### config.mk
export PLATFORM = sky130hd
export DESIGN_NAME = auth_cmd_tx
export DESIGN_NICKNAME = d
export VERILOG_FILES = /design/src/rtl/auth_pkg.sv /design/src/rtl/uart_tx_core.sv /design/src/rtl/auth_cmd_tx.sv
export SDC_FILE = /design/constraint.sdc
export NUM_CORES = 1
export LEC_CHECK = 0
export ABC_AREA = 1
export CAP_MARGIN = 20
export CORE_MARGIN = 2
export CORE_UTILIZATION = 30
export DETAILED_ROUTE_END_ITERATION = 10
export SLEW_MARGIN = 20
export SYNTH_ARGS = -nofsm -noshare
export SYNTH_HDL_FRONTEND = slang
export SYNTH_SLANG_ARGS = --single-unit
### constraint.sdc
create_clock -name clk -period 2.7 [get_ports clk]
set_input_delay 0.54 -clock clk [delete_from_list [all_inputs] [get_ports clk]]
set_output_delay 0.54 -clock clk [all_outputs]
set_load 0.1 [all_outputs]
### src/rtl/auth_pkg.sv
// Shared command constants and controller state type for the authentication link.
// The receiver's command decode uses the same byte values.
package auth_pkg;

  localparam logic [7:0] CMD_GO   = 8'h67;
  localparam logic [7:0] CMD_STOP = 8'h73;

  typedef enum logic [1:0] {
    IDLE = 2'd0,
    LOAD = 2'd1,
    SEND = 2'd2
  } tx_ctrl_t;

  function automatic logic [7:0] cmd_byte(input logic is_stop);
    return is_stop ? CMD_STOP : CMD_GO;
  endfunction

endpackage

### src/rtl/uart_tx_core.sv
// 8N1 UART transmit core: start strobe loads a 10-bit frame and shifts it out LSB first.
// tx_done is high during the final clock of the stop bit.
module uart_tx_core #(
  parameter int BAUD_DIV = 2604
) (
  input  logic       clk,
  input  logic       rst,
  input  logic       trmt,
  input  logic [7:0] tx_data,
  output logic       TX,
  output logic       tx_done
);

  localparam int BW = (BAUD_DIV > 1) ? $clog2(BAUD_DIV) : 1;

  logic [BW-1:0] r_baud;
  logic [3:0]    r_bit;
  logic [9:0]    r_shift;
  logic          r_busy;
  logic          w_bit_end;

  assign w_bit_end = r_busy && (r_baud == BW'(BAUD_DIV - 1));
  assign tx_done   = w_bit_end && (r_bit == 4'd9);
  assign TX        = r_shift[0];

  // Ones shift in behind the frame, so the line rests high without an output mux.
  always_ff @(posedge clk or posedge rst) begin
    if (rst) begin
      r_baud  <= '0;
      r_bit   <= '0;
      r_shift <= '1;
      r_busy  <= 1'b0;
    end else if (trmt) begin
      r_baud  <= '0;
      r_bit   <= '0;
      r_shift <= {1'b1, tx_data, 1'b0};
      r_busy  <= 1'b1;
    end else if (r_busy) begin
      if (w_bit_end) begin
        r_baud  <= '0;
        r_shift <= {1'b1, r_shift[9:1]};
        if (r_bit == 4'd9) begin
          r_bit  <= '0;
          r_busy <= 1'b0;
        end else begin
          r_bit <= r_bit + 4'd1;
        end
      end else begin
        r_baud <= r_baud + 1'b1;
      end
    end
  end

endmodule

### src/rtl/auth_cmd_tx.sv
// Go/stop command transmitter: one-deep stop-priority request slot, frame controller,
// armed flag and optional 'g' heartbeat, driving a UART transmit core.
module auth_cmd_tx
  import auth_pkg::*;
#(
  parameter int BAUD_DIV  = 2604,
  parameter int HB_CYCLES = 0
) (
  input  logic clk,
  input  logic rst,
  input  logic go_req,
  input  logic stop_req,
  output logic TX,
  output logic tx_busy,
  output logic cmd_done,
  output logic armed
);

  localparam int HB_W = (HB_CYCLES > 1) ? $clog2(HB_CYCLES) : 1;

  tx_ctrl_t      r_state;
  logic          r_slot_vld;
  logic          r_slot_stop;
  logic          r_is_stop;
  logic [7:0]    r_byte;
  logic          r_trmt;
  logic          r_tx_busy;
  logic          r_cmd_done;
  logic          r_armed;
  logic [HB_W-1:0] r_hb_cnt;

  logic w_consume;
  logic w_hb_run;
  logic w_hb_fire;
  logic w_core_done;

  assign w_consume = (r_state == IDLE) && r_slot_vld;
  assign w_hb_run  = (HB_CYCLES > 0) && r_armed && (r_state == IDLE) && !r_slot_vld
                     && !go_req && !stop_req;
  assign w_hb_fire = w_hb_run && (r_hb_cnt == HB_W'(HB_CYCLES - 1));

  // A go arriving on the edge that consumes the slot is kept for a later frame.
  always_ff @(posedge clk or posedge rst) begin
    if (rst) begin
      r_slot_vld  <= 1'b0;
      r_slot_stop <= 1'b0;
    end else if (stop_req) begin
      r_slot_vld  <= 1'b1;
      r_slot_stop <= 1'b1;
    end else if (go_req && (!r_slot_vld || w_consume)) begin
      r_slot_vld  <= 1'b1;
      r_slot_stop <= 1'b0;
    end else if (w_consume) begin
      r_slot_vld  <= 1'b0;
      r_slot_stop <= 1'b0;
    end else if (w_hb_fire) begin
      r_slot_vld  <= 1'b1;
      r_slot_stop <= 1'b0;
    end
  end

  // Heartbeat counter only advances through quiet armed idle time.
  always_ff @(posedge clk or posedge rst) begin
    if (rst) begin
      r_hb_cnt <= '0;
    end else if (!w_hb_run || w_hb_fire) begin
      r_hb_cnt <= '0;
    end else begin
      r_hb_cnt <= r_hb_cnt + 1'b1;
    end
  end

  always_ff @(posedge clk or posedge rst) begin
    if (rst) begin
      r_state    <= IDLE;
      r_byte     <= '0;
      r_is_stop  <= 1'b0;
      r_trmt     <= 1'b0;
      r_tx_busy  <= 1'b0;
      r_cmd_done <= 1'b0;
      r_armed    <= 1'b0;
    end else begin
      r_cmd_done <= 1'b0;
      case (r_state)
        IDLE: begin
          if (r_slot_vld) begin
            r_byte    <= cmd_byte(r_slot_stop);
            r_is_stop <= r_slot_stop;
            r_trmt    <= 1'b1;
            r_state   <= LOAD;
          end
        end
        LOAD: begin
          r_trmt    <= 1'b0;
          r_tx_busy <= 1'b1;
          r_state   <= SEND;
        end
        SEND: begin
          if (w_core_done) begin
            r_tx_busy  <= 1'b0;
            r_cmd_done <= 1'b1;
            r_armed    <= !r_is_stop;
            r_state    <= IDLE;
          end
        end
        default: begin
          r_trmt    <= 1'b0;
          r_tx_busy <= 1'b0;
          r_state   <= IDLE;
        end
      endcase
    end
  end

  uart_tx_core #(
    .BAUD_DIV(BAUD_DIV)
  ) u_core (
    .clk    (clk),
    .rst    (rst),
    .trmt   (r_trmt),
    .tx_data(r_byte),
    .TX     (TX),
    .tx_done(w_core_done)
  );

  assign tx_busy  = r_tx_busy;
  assign cmd_done = r_cmd_done;
  assign armed    = r_armed;

endmodule
Word-level counts from Yosys, hierarchy flattened
Cells that the tools add are included.
Widths: inputs -> output; s select.
- flip-flop bits (word level): 44
- input bits: 4
- output and inout bits: 4
- word-level logic and storage cells: 69
- add/sub/neg operators: 2
- equality and inequality tests: 6
- multiplexer cells: 29
- bitwise gates (word level): 2
- reduce and logical (&&, ||, !) cells: 17
- operators with widths (operator ; number):
    $mux 12 ; 3
    $mux 10 ; 3
    $mux 4 ; 4
    $mux 1 ; 13
    $add 12x1->12 const B ; 1
    $eq 12x12->1 const B ; 1
    $reduce_and 2->1 ; 6
    $pmux 2 s3 ; 1
    $mux 5 ; 1
    $add 4x1->4 const B ; 1
    $eq 4x4->1 const B ; 1
    $logic_and 1x1->1 ; 4
    $mux 2 ; 2
    $reduce_bool 2->1 ; 2
    $pmux 1 s3 ; 1
    $reduce_bool 3->1 ; 1
    $eq 2x1->1 const B ; 1
    $eq 2x2->1 const B ; 1
    $logic_not 1->1 ; 2
    $logic_not 2->1 ; 1
    $ne 2x1->1 const B ; 1
    $ne 2x2->1 const B ; 1
    $not 1->1 ; 2
    $pmux 1 s2 ; 1
    $logic_or 1x1->1 ; 1

Longest topological paths before layout
Gate-level depths: netlist (run 1).
- depth after elaboration: 6
- depth in mapped cells: 9
- mapped depth without buffers: 9

By module
A second synthesis (run 1) with hierarchy kept.
- cell total of the unflattened synthesis: 248
- area total of the unflattened synthesis: 1883.1 um^2
- by module, submodules not included (module ; times used ; cells each ; area an instance (um^2) ; sequential area each (um^2)):
    uart_tx_core ; 1 ; 203 ; 1461.4 ; 661.9
    auth_cmd_tx ; 1 ; 45 ; 421.7 ; 275.3

Least setup slack after synthesis (run 1)
OpenSTA, ideal clock, no wires.
- path type: register -> output
- start point: register r_tx_busy, in the netlist tx_busy
- end point: output tx_busy
- arrival time: 0.898 ns
- required time: 2.160 ns
- path slack: 1.262 ns
- stages on the path, launching flop included: 1
- buffers on the path: 0
- path through: dfrtp_1
- RTL lines (item ; line ; RTL):
    start: declaration ; auth_cmd_tx.sv:27 ; logic r_tx_busy;
    start signal: assignment ; auth_cmd_tx.sv:79 ; r_tx_busy <= 1'b0;
    start signal: assignment ; auth_cmd_tx.sv:95 ; r_tx_busy <= 1'b1;
    start signal: assignment ; auth_cmd_tx.sv:100 ; r_tx_busy <= 1'b0;
    end: declaration ; auth_cmd_tx.sv:14 ; output logic tx_busy,
No word-level cell between the ends.

Worst setup path in the final report (run 1)
- start point: register u_core.r_baud[0]
- end point: register u_core.r_bit[1]
- cells in the longest elaborated chain, start to end: 4
- RTL lines (item ; line ; RTL):
    start: declaration ; uart_tx_core.sv:16 ; logic [BW-1:0] r_baud;
    start signal: assignment ; uart_tx_core.sv:49 ; r_baud <= r_baud + 1'b1;
    $eq 12x12->1 ; uart_tx_core.sv:22 ; assign w_bit_end = r_busy && (r_baud == BW'(BAUD_DIV - 1));
    $logic_and 1x1->1 ; uart_tx_core.sv:22 ;
    $reduce_bool 2->1 (no line) ; - ;
    $reduce_and 2->1 (no line) ; - ;
    end signal: assignment ; uart_tx_core.sv:46 ; r_bit <= r_bit + 4'd1;
    end: declaration ; uart_tx_core.sv:17 ; logic [3:0] r_bit;
No other way between the ends.
A chain may end at the register's enable or synchronous reset.

==> results.cfg, run 1 <==
[timing]
tightest_slew_ps = 452
fin_skew_ps = 5.06
rsz0062_at_grt = false
post-route-period-util = 0.673
period_minus_slack_ps = 1820
slew-limit-headroom = 0.699
drv_slew = 0
setup_tns_ps = 0
hold_viol_final = 0
hold-worst-slack_ps = 477
setup_viol = 0
max_clock_freq_ghz = 0.551

[final_layout]
synthToLayoutAreaGrowth_pct = 11.3
nets = 247
design_area_mm2 = 0.00205
multiInputGateArea_um2 = 716
drive_above_1_share = 0.116
seq_area_um2 = 937
final_core_util = 0.346
antenna-diode-count = 0
fill_cells = 598

[clock_network]
cts_buffer_depth = 2
clkLatencyLatePin_ps = 290
clock_tree.root_cell = clkbuf_8
htreeDepth = 2
cts_resized = 0
cts_setup_buffers = 0
path_clk_slew_ps = 70
cts_tree = built
cts_sinks = 37
holdBufCountCts = 0
cts_buffers = 5

[floorplan]
io_pins = 8
core-area_mm2 = 0.00592
fp-row-count = 28
die-area_mm2 = 0.00677
die_h_um = 82.3
initial_core_util = 0.311
die_w_um = 82.3

[synth]
synth_area_per_cell_um2 = 8.03
synth.distinct_cells = 25
syn-cell-area_mm2 = 0.00184
synth-seq-cells = 37
synth_cells = 229
yosysWarnings = 0
syn_nets = 236
ys_seq_area_frac = 0.510

[global_route]
grt_start_max_net_pins = 38
grt_first_pass_wirelength_um = 5820
grt_use_total = 0.116
grt_overflow = 0
antenna_found_initial = 0
grt_pass1_vias = 1296

[power_and_ir_drop]
p_leak_nw = 1.06
power.density_mw_per_mm2 = 478
peakVddDrop_mv = 0.293
total_power_w = 0.000979

[setup_path]
end_kind = flip-flop
path_class = reg -> reg
worstSetupStartpointType = flip-flop
critPathMaxFanout = 20
path_buf_inv = 1
slowest_delay_ps = 410
critPathMostFrequentCell = nand2_1
path_cells = ha_1 -> nand2_1 -> nor2_1 -> nand3_2 -> nand2_2 -> inv_1 -> nand2_1 -> o21ai_0
cp.required_ps = 2870
cp_slowest_cell = dfrtp_1
worstPathArrival_ps = 1990
cp_top_family = simple AND/OR/NAND/NOR gates

[status]
status = completed

[route]
antenna_left = 0
drc_errors = 0
drtIter0Drc = 81
viasPerCell = 4.29
vias = 1356
wl_per_cell_um = 10.4
dr.pass1.iters = 4
wl_um = 3300

[placement]
dp_hpwl_um = 2380
io_buffer_count = 7
gp_congestion = 0.821
placed_area_mm2 = 0.00196

[hold_path]
hold_class = reg -> reg

[job]
drv_cap = 0
## cell type report
cell class / count / area share
multi-input combinational: 150 / 0.350
sequential: 37 / 0.458
inverter: 38 / 0.0697
tap: 75 / 0.0458
timing repair buffer: 8 / 0.0330
clock buffer: 8 / 0.0440
## cells in the mapped netlist, drive strengths merged
library cell,number,area share
dfstp,9,0.13
xnor2,1,0.0048
xor2,5,0.024
nand2,66,0.14
nor3,1,0.0027
o21ai,19,0.052
dfrtp,28,0.38
o21a,1,0.0041
ha,3,0.020
inv,38,0.078
nor2,29,0.062
or2,1,0.0034
nand3b,1,0.011
nand4,4,0.014
a21oi,3,0.0082
nand3,16,0.046
buf,4,0.024
## routing by layer
metal,GRT usage,wire (um),up-vias
li1,-,-,722
met1,0.160,1730,608
met4,0.0583,49,0
met2,0.165,1370,20
met3,0.0326,148,6
met5,0,0,-
## registers in the layout (all words and copies together) (netlist names), 2 cells and up
name	flops
r_state	2
u_core.r_bit	4
u_core.r_baud	12
u_core.r_shift	9
r_byte	3
## final timing paths
kind	from	endpoint	slack, ps	cells past startpoint
setup / recovery	u_core.r_baud[0]	u_core.r_bit[1]	880	8
hold / removal	r_byte[5]	r_byte[5]	480	1
setup reg to reg	u_core.r_baud[0]	u_core.r_bit[1]	880	8
hold reg to reg	r_byte[5]	r_byte[5]	480	1
max in group asynchronous	rst	u_core.r_shift[3]	1700	3
min in group asynchronous	rst	u_core.r_baud[4]	640	3
## cells by family after synthesis
| group | share of synthesized area |
|---|---|
| AOI/OAI and AO/OA | 0.0639 |
| xor gates and xnor gates | 0.0286 |
| and+or+nand+nor | 0.276 |
| buffers and inverters | 0.101 |
| adders and majority gates | 0.0204 |
| DFF | 0.510 |
## placed cells by master, fill, tap and decap left out, types with 2 or more instances in the layout
cell	instances
nand2_1	64
inv_1	37
dfrtp_1	28
nor2_1	27
o21ai_0	17
nand3_1	15
dfstp_2	9
clkbuf_8	6
xor2_1	5
buf_4	5
nand4_1	4
a21oi_1	3
ha_1	3
clkdlybuf4s50_1	3
nor2_2	2
nand2_2	2
o21ai_1	2
clkbuf_1	2
## per-stage QoR
| step | cells | setup slack [ps] |
|---|---|---|
| CTS | 316 | 860 |
| floorplan | 229 | 1260 |
| global placement | 308 | 960 |
| finish | 316 | 884 |
| global route | 316 | 672 |
| detailed placement | 308 | 885 |
## power by group
| group | internal [W] | total, W | switching [W] |
|---|---|---|---|
| registers | 0.000559 | 0.000560 | 0.00000130 |
| logic | 0.00000663 | 0.0000197 | 0.0000131 |
| clock network | 0.000208 | 0.000399 | 0.000191 |
| total | 0.000774 | 0.000979 | 0.000205 |
(Power assumes the default switching activity.)
==> run 2: changes to the inputs <==
clock period = 1.5 ns   (was 2.7 ns; I/O delays follow)
==> run 2 against run 1 <==
Compared with the run above: sequential cell count did not move; maximum frequency up 29%; power up 96%; final cell count rose by 2.8%; global-route usage up 0.80 points; routed wire length up 5.7%; clock power is 120% higher; register-to-register slack lost 790 ps; critical endpoint unchanged; highest routed layer unchanged.
==> results.cfg, run 2 (synthesis gave the netlist of run 1 again) <==
[setup_path]
worstReg2RegStart = u_core.r_baud[1]
cp.required_ps = 1680
crit_start = u_core.r_baud[1]
path_class = reg -> reg
worstPathArrival_ps = 1590
end_kind = flip-flop
worstSetupStartpointType = flip-flop
critPathMaxFanout = 6

[route]
antenna_left = 0
wl_per_cell_um = 10.7
wl_um = 3490
drc_errors = 0
vias = 1437
viasPerCell = 4.42
dr.pass1.iters = 4
drtIter0Drc = 92

[timing]
rsz0062_at_grt = true
tightest_slew_ps = 323
slew-limit-headroom = 0.784
fin_skew_ps = 9.68
hold-worst-slack_ps = 344
period_minus_slack_ps = 1410
max_clock_freq_ghz = 0.711
drv_slew = 0
hold_viol_final = 0
post-route-period-util = 0.937
setup_viol = 0

[final_layout]
reg_top3 = u_core.r_baud: 12 flops, u_core.r_shift: 9 flops, u_core.r_bit: 4 flops
drive_above_1_share = 0.188
design_area_mm2 = 0.00223
largest_reg_flops = 12
layout_common_cells = nand2_1, inv_1, dfrtp_1, nor2_1, nand3_1
fill_cells = 601
nets = 256
fin_cells = 325
regMostFlops = u_core.r_baud
final_core_util = 0.377
antenna-diode-count = 0
layout_commonest_cell = nand2_1
synthToLayoutAreaGrowth_pct = 21.4

[floorplan]
die_w_um = 82.3
initial_core_util = 0.311
fp-row-count = 28
core-area_mm2 = 0.00592
die_h_um = 82.3
die-area_mm2 = 0.00677
io_pins = 8

[global_route]
grt_first_pass_wirelength_um = 6280
grt_use_total = 0.124
grt_start_max_net_pins = 38
antenna_found_initial = 0
grt_pass1_vias = 1371
grt_overflow = 0

[clock_network]
cts_buffers = 5
path_clk_slew_ps = 80
clkLatencyLatePin_ps = 290
cts_sinks = 37
cts_buffer_depth = 2
htreeDepth = 2
cts_setup_buffers = 0
clock_tree.root_cell = clkbuf_8
cts_tree = built

[power_and_ir_drop]
p_leak_nw = 1.13
power.density_mw_per_mm2 = 861
peakVddDrop_mv = 0.498

[job]
drv_cap = 0

[placement]
io_buffer_count = 7
place_inst = 316
gp_congestion = 0.797
dp_hpwl_um = 2540
placed_area_mm2 = 0.00208

[status]
status = completed

[hold_path]
hold_class = in -> async
-- run 2: cell types whose count changed in the layout (fill, tap and decap cells not counted), sizes merged --
cell	before	now
clkbuf	8	5
clkinv	0	1
bufinv	0	1
clkinvlp	0	2
buf	5	13
-- run 2: cell type report --
class	instances	area (um^2)	share of cell area
Sequential cell	37	940	0.421
Multi-Input combinational cell	150	738	0.331
Timing Repair Buffer	16	194	0.0869
Inverter	38	146	0.0656
Tap cell	75	93.8	0.0420
Clock buffer	5	68.8	0.0308
Clock inverter	3	43.8	0.0196
Timing Repair inverter	1	7.51	0.00336
-- run 2: per-layer routing --
metal | GRT usage | wire length [um] | vias to the layer above
li1 | - | - | 742
met1 | 0.163 | 1690 | 669
met2 | 0.194 | 1630 | 20
met3 | 0.0337 | 113 | 6
met4 | 0.0467 | 57 | 0
met5 | 0 | 0 | -
-- run 2: metrics by stage --
stage | total power (W) | TNS, ps | setup WS, ps
after detailed placement | 0.00107 | 0 | 72.4
after floorplan | 0.00105 | 0 | 173
after global placement | 0.00107 | 0 | 48.4
final | 0.00192 | 0 | 94.2
after global routing | 0.00200 | -44.9 | -18.0
after CTS | 0.00195 | 0 | 47.4
-- run 2: power by group --
part | switching [W] | internal, W | total (W)
clock | 0.000375 | 0.000498 | 0.000874
sequential | 0.00000252 | 0.00101 | 0.00101
combinational | 0.0000245 | 0.0000156 | 0.0000402
-- run 2: path summary, 6_finish.rpt --
path                                      to  slack [ps]  cells past startpoint
setup / recovery             u_core.r_bit[1]          90                      8
hold / removal                      cmd_done         340                      3
setup reg to reg             u_core.r_bit[1]          90                      8
hold reg to reg            u_core.r_shift[2]         480                      2
max in group asynchronous  u_core.r_shift[3]         890                      3
min in group clk           u_core.r_shift[2]         480                      2
-- run 2: worst max-delay path, stage by stage (launching register included) --
cell and delay (ps):
dfrtp_1 370, ha_2 210, nand2_2 50, nor2_2 90, nand3_2 120, nand2_4 140, clkinvlp_4 160, nand2_1 100
o21ai_1 60
-- run 2: timing repair --
| action | 4_1_cts | 5_1_grt |
|---|---|---|
| endpoints found under the setup margin | 0 | 17 |
| gates resized for setup | 0 | 15 |
| hold buffers | 0 | 0 |
==> run 3: changes to the inputs <==
ABC_AREA = unset   (was 1)
HOLD_SLACK_MARGIN = 0.03   (was unset)
==> run 3 against run 2 <==
Compared with the run above: the flow now finishes with violations (negative setup slack); area after synthesis decreased by 8.4%; sequential cell count did not move; utilization up 5.1 points; via count down 10%; combinational power up 1%; critical path depth decreased by 1; maximum frequency shrank 9.2%; highest routed layer unchanged.
==> results.cfg, run 3 <==
[floorplan]
die_w_um = 78.9
core-area_mm2 = 0.00547
fp-row-count = 27
die_h_um = 78.9
io_pins = 8
die-area_mm2 = 0.00623
initial_core_util = 0.308

[synth]
syn-cell-area_mm2 = 0.00168
synth_largest_area_cell = dfrtp_1
synthFlopType = dfrtp_1
synth_top_area_share = 0.416
yosysMostFrequentCell = dfrtp_1
yosysWarnings = 0
ys_seq_area_frac = 0.556
synthTopCellsByCount = dfrtp_1, nand2_1, nor2_1
syn_nets = 176
synth-seq-cells = 37
synth_area_per_cell_um2 = 9.97
synth.distinct_cells = 34
synth_area_leaders = dfrtp_1, dfstp_2, nand2_1, xnor2_1, nor2_1
synthArstFlopShare = 1.00
synth_edf_count = 0
synth_cells = 169

[setup_path]
slowest_delay_ps = 380
worstSetupPathDepth = 7
worstReg2RegStart = u_core.r_baud[0]
end_kind = flip-flop
r2r_end = u_core.r_shift[2]
critPathMaxFanout = 8
cp.required_ps = 1720
worstSetupStartpointType = flip-flop
cp_top_family = simple AND/OR/NAND/NOR gates
path_cells = ha_2 -> and4b_2 -> nand3_4 -> buf_6 -> buf_8 -> nand2_1 -> a31oi_2
path_class = reg -> reg
r2r_setup_slack_ps = -50
path_buf_inv = 2
cp_slowest_cell = dfrtp_1
rr_worst_depth = 7
worstPathArrival_ps = 1770

[timing]
max_clock_freq_ghz = 0.646
setup_ws_ps = -48.7
post-route-period-util = 1.03
setup_viol = 7
rsz0062_at_grt = true
slew-limit-headroom = 0.702
drv_slew = 0
hold_viol_final = 0
period_minus_slack_ps = 1550
fin_skew_ps = 9.63
tightest_slew_ps = 444

[placement]
gp_congestion = 0.766
dp_slack_ps = -71.3
dp_hpwl_um = 2180
io_buffer_count = 7
place_inst = 264

[power_and_ir_drop]
power.density_mw_per_mm2 = 739
peakVddDrop_mv = 0.441
p_leak_nw = 0.953

[final_layout]
final_core_util = 0.428
nets = 209
drive_above_1_share = 0.429
regMostFlops = u_core.r_baud
synthToLayoutAreaGrowth_pct = 39.0
layout_commonest_cell = dfrtp_1
fin_cells = 275
fill_cells = 545
layout_common_cells = dfrtp_1, nand2_1, buf_4, nor2_1, xnor2_1
antenna-diode-count = 0
largest_reg_flops = 12
reg_top3 = u_core.r_baud: 12 flops, u_core.r_shift: 9 flops, u_core.r_bit: 4 flops

[clock_network]
path_clk_slew_ps = 80
cts_tree = built
cts_sinks = 37
clock_tree.root_cell = clkbuf_8
holdBufCountCts = 0
htreeDepth = 2
cts_buffers = 5
cts_buffer_depth = 2
clkLatencyLatePin_ps = 290

[route]
antenna_left = 0
dr.pass1.iters = 4
wl_per_cell_um = 11.8
drc_errors = 0
viasPerCell = 4.69
drtIter0Drc = 54
wl_um = 3260
vias = 1291

[hold_path]
hold_class = in -> async

[status]
violations = negative setup slack
status = complete, but fails checks

[job]
drv_cap = 0

[global_route]
grt_use_total = 0.113
grt_first_pass_wirelength_um = 5500
grt_start_max_net_pins = 38
antenna_found_initial = 0
grt_pass1_vias = 1181
grt_overflow = 0
==> run 3: cell count changes after synthesis, moves of 6 or more <==
cell | previous run | this run
nand2_1 | 64 | 27
a21oi_1 | 3 | 9
xnor2_1 | 1 | 10
o21ai_0 | 17 | 8
inv_1 | 37 | 8
nand3_1 | 15 | 4
==> run 3: worst max-delay path by stage <==
stage | startpoint | endpoint | slack, ps
final | u_core.r_baud[0] | u_core.r_shift[2] | -50
after global routing | u_core.r_baud[4] | u_core.r_bit[1] | -140
after CTS | u_core.r_baud[4] | u_core.r_bit[1] | -30
after detailed placement | u_core.r_baud[0] | u_core.r_baud[0] | -70
after global placement | u_core.r_baud[0] | u_core.r_baud[0] | -60
after floorplan | u_core.r_baud[2] | u_core.r_bit[2] | 30
==> run 3: kinds of logic (layout without fill, tap and decap cells) <==
kind of cell / count (synthesis) / after routing / synth area share
AND/OR/NAND/NOR: 76 / 76 / 0.225
AO/OA/AOI/OAI: 26 / 26 / 0.0869
XOR/XNOR: 10 / 10 / 0.0520
multiplexers: 4 / 4 / 0.0245
adder cells (fa/ha/maj): 3 / 3 / 0.0223
buffers and inverters: 13 / 47 / 0.0327
flip-flops: 37 / 37 / 0.556
==> run 3: through the flow <==
| stage | power (W) | setup TNS [ps] | area [um^2] | hold slack [ps] |
|---|---|---|---|---|
| 6_report | 0.00173 | -197 | 2340 | 353 |
| 5_1_grt | 0.00180 | -1910 | 2340 | 390 |
| 4_1_cts | 0.00176 | -42.5 | 2140 | 354 |
| 3_5_place_dp | 0.00107 | -390 | 2030 | 461 |
| 3_3_place_gp | 0.00107 | -214 | 2030 | 452 |
| 2_1_floorplan | 0.00105 | 0 | 1680 | 393 |
==> run 3: routing by layer <==
| layer | global-route usage | wire [um] | vias up |
|---|---|---|---|
| met2 | 0.180 | 1600 | 20 |
| met4 | 0.0362 | 51 | 0 |
| met5 | 0 | 0 | - |
| met3 | 0.0375 | 118 | 5 |
| li1 | - | - | 633 |
| met1 | 0.145 | 1480 | 633 |
==> run 3: cell type report <==
type | instances | area [um^2] | area share
Sequential cell | 37 | 937 | 0.400
Multi-Input combinational cell | 119 | 872 | 0.373
Timing Repair Buffer | 30 | 322 | 0.137
Tap cell | 72 | 90.1 | 0.0385
Clock buffer | 5 | 68.8 | 0.0294
Inverter | 9 | 33.8 | 0.0144
Clock inverter | 3 | 17.5 | 0.00748
==> run 3: worst register-to-register path, delay by kind of cell, from the launching register on <==
kind | cells | cell delay, ps
AOI/OAI and AO/OA | 1 | 180
adders and majority gates | 1 | 180
buffers and inverters | 2 | 270
DFF | 1 | 380
and+or+nand+nor | 3 | 470
==> run 3: report_power, final <==
part / switching [W] / internal (W)
clock network: 0.000360 / 0.000320
logic: 0.0000242 / 0.0000165
registers: 0.00000379 / 0.00101
==> run 3: what timing repair did <==
action                                  CTS  global route
endpoints found under the setup margin   20            29
pin swaps                                 5            20
buffers inserted                          0             3
resized for setup                         9            48
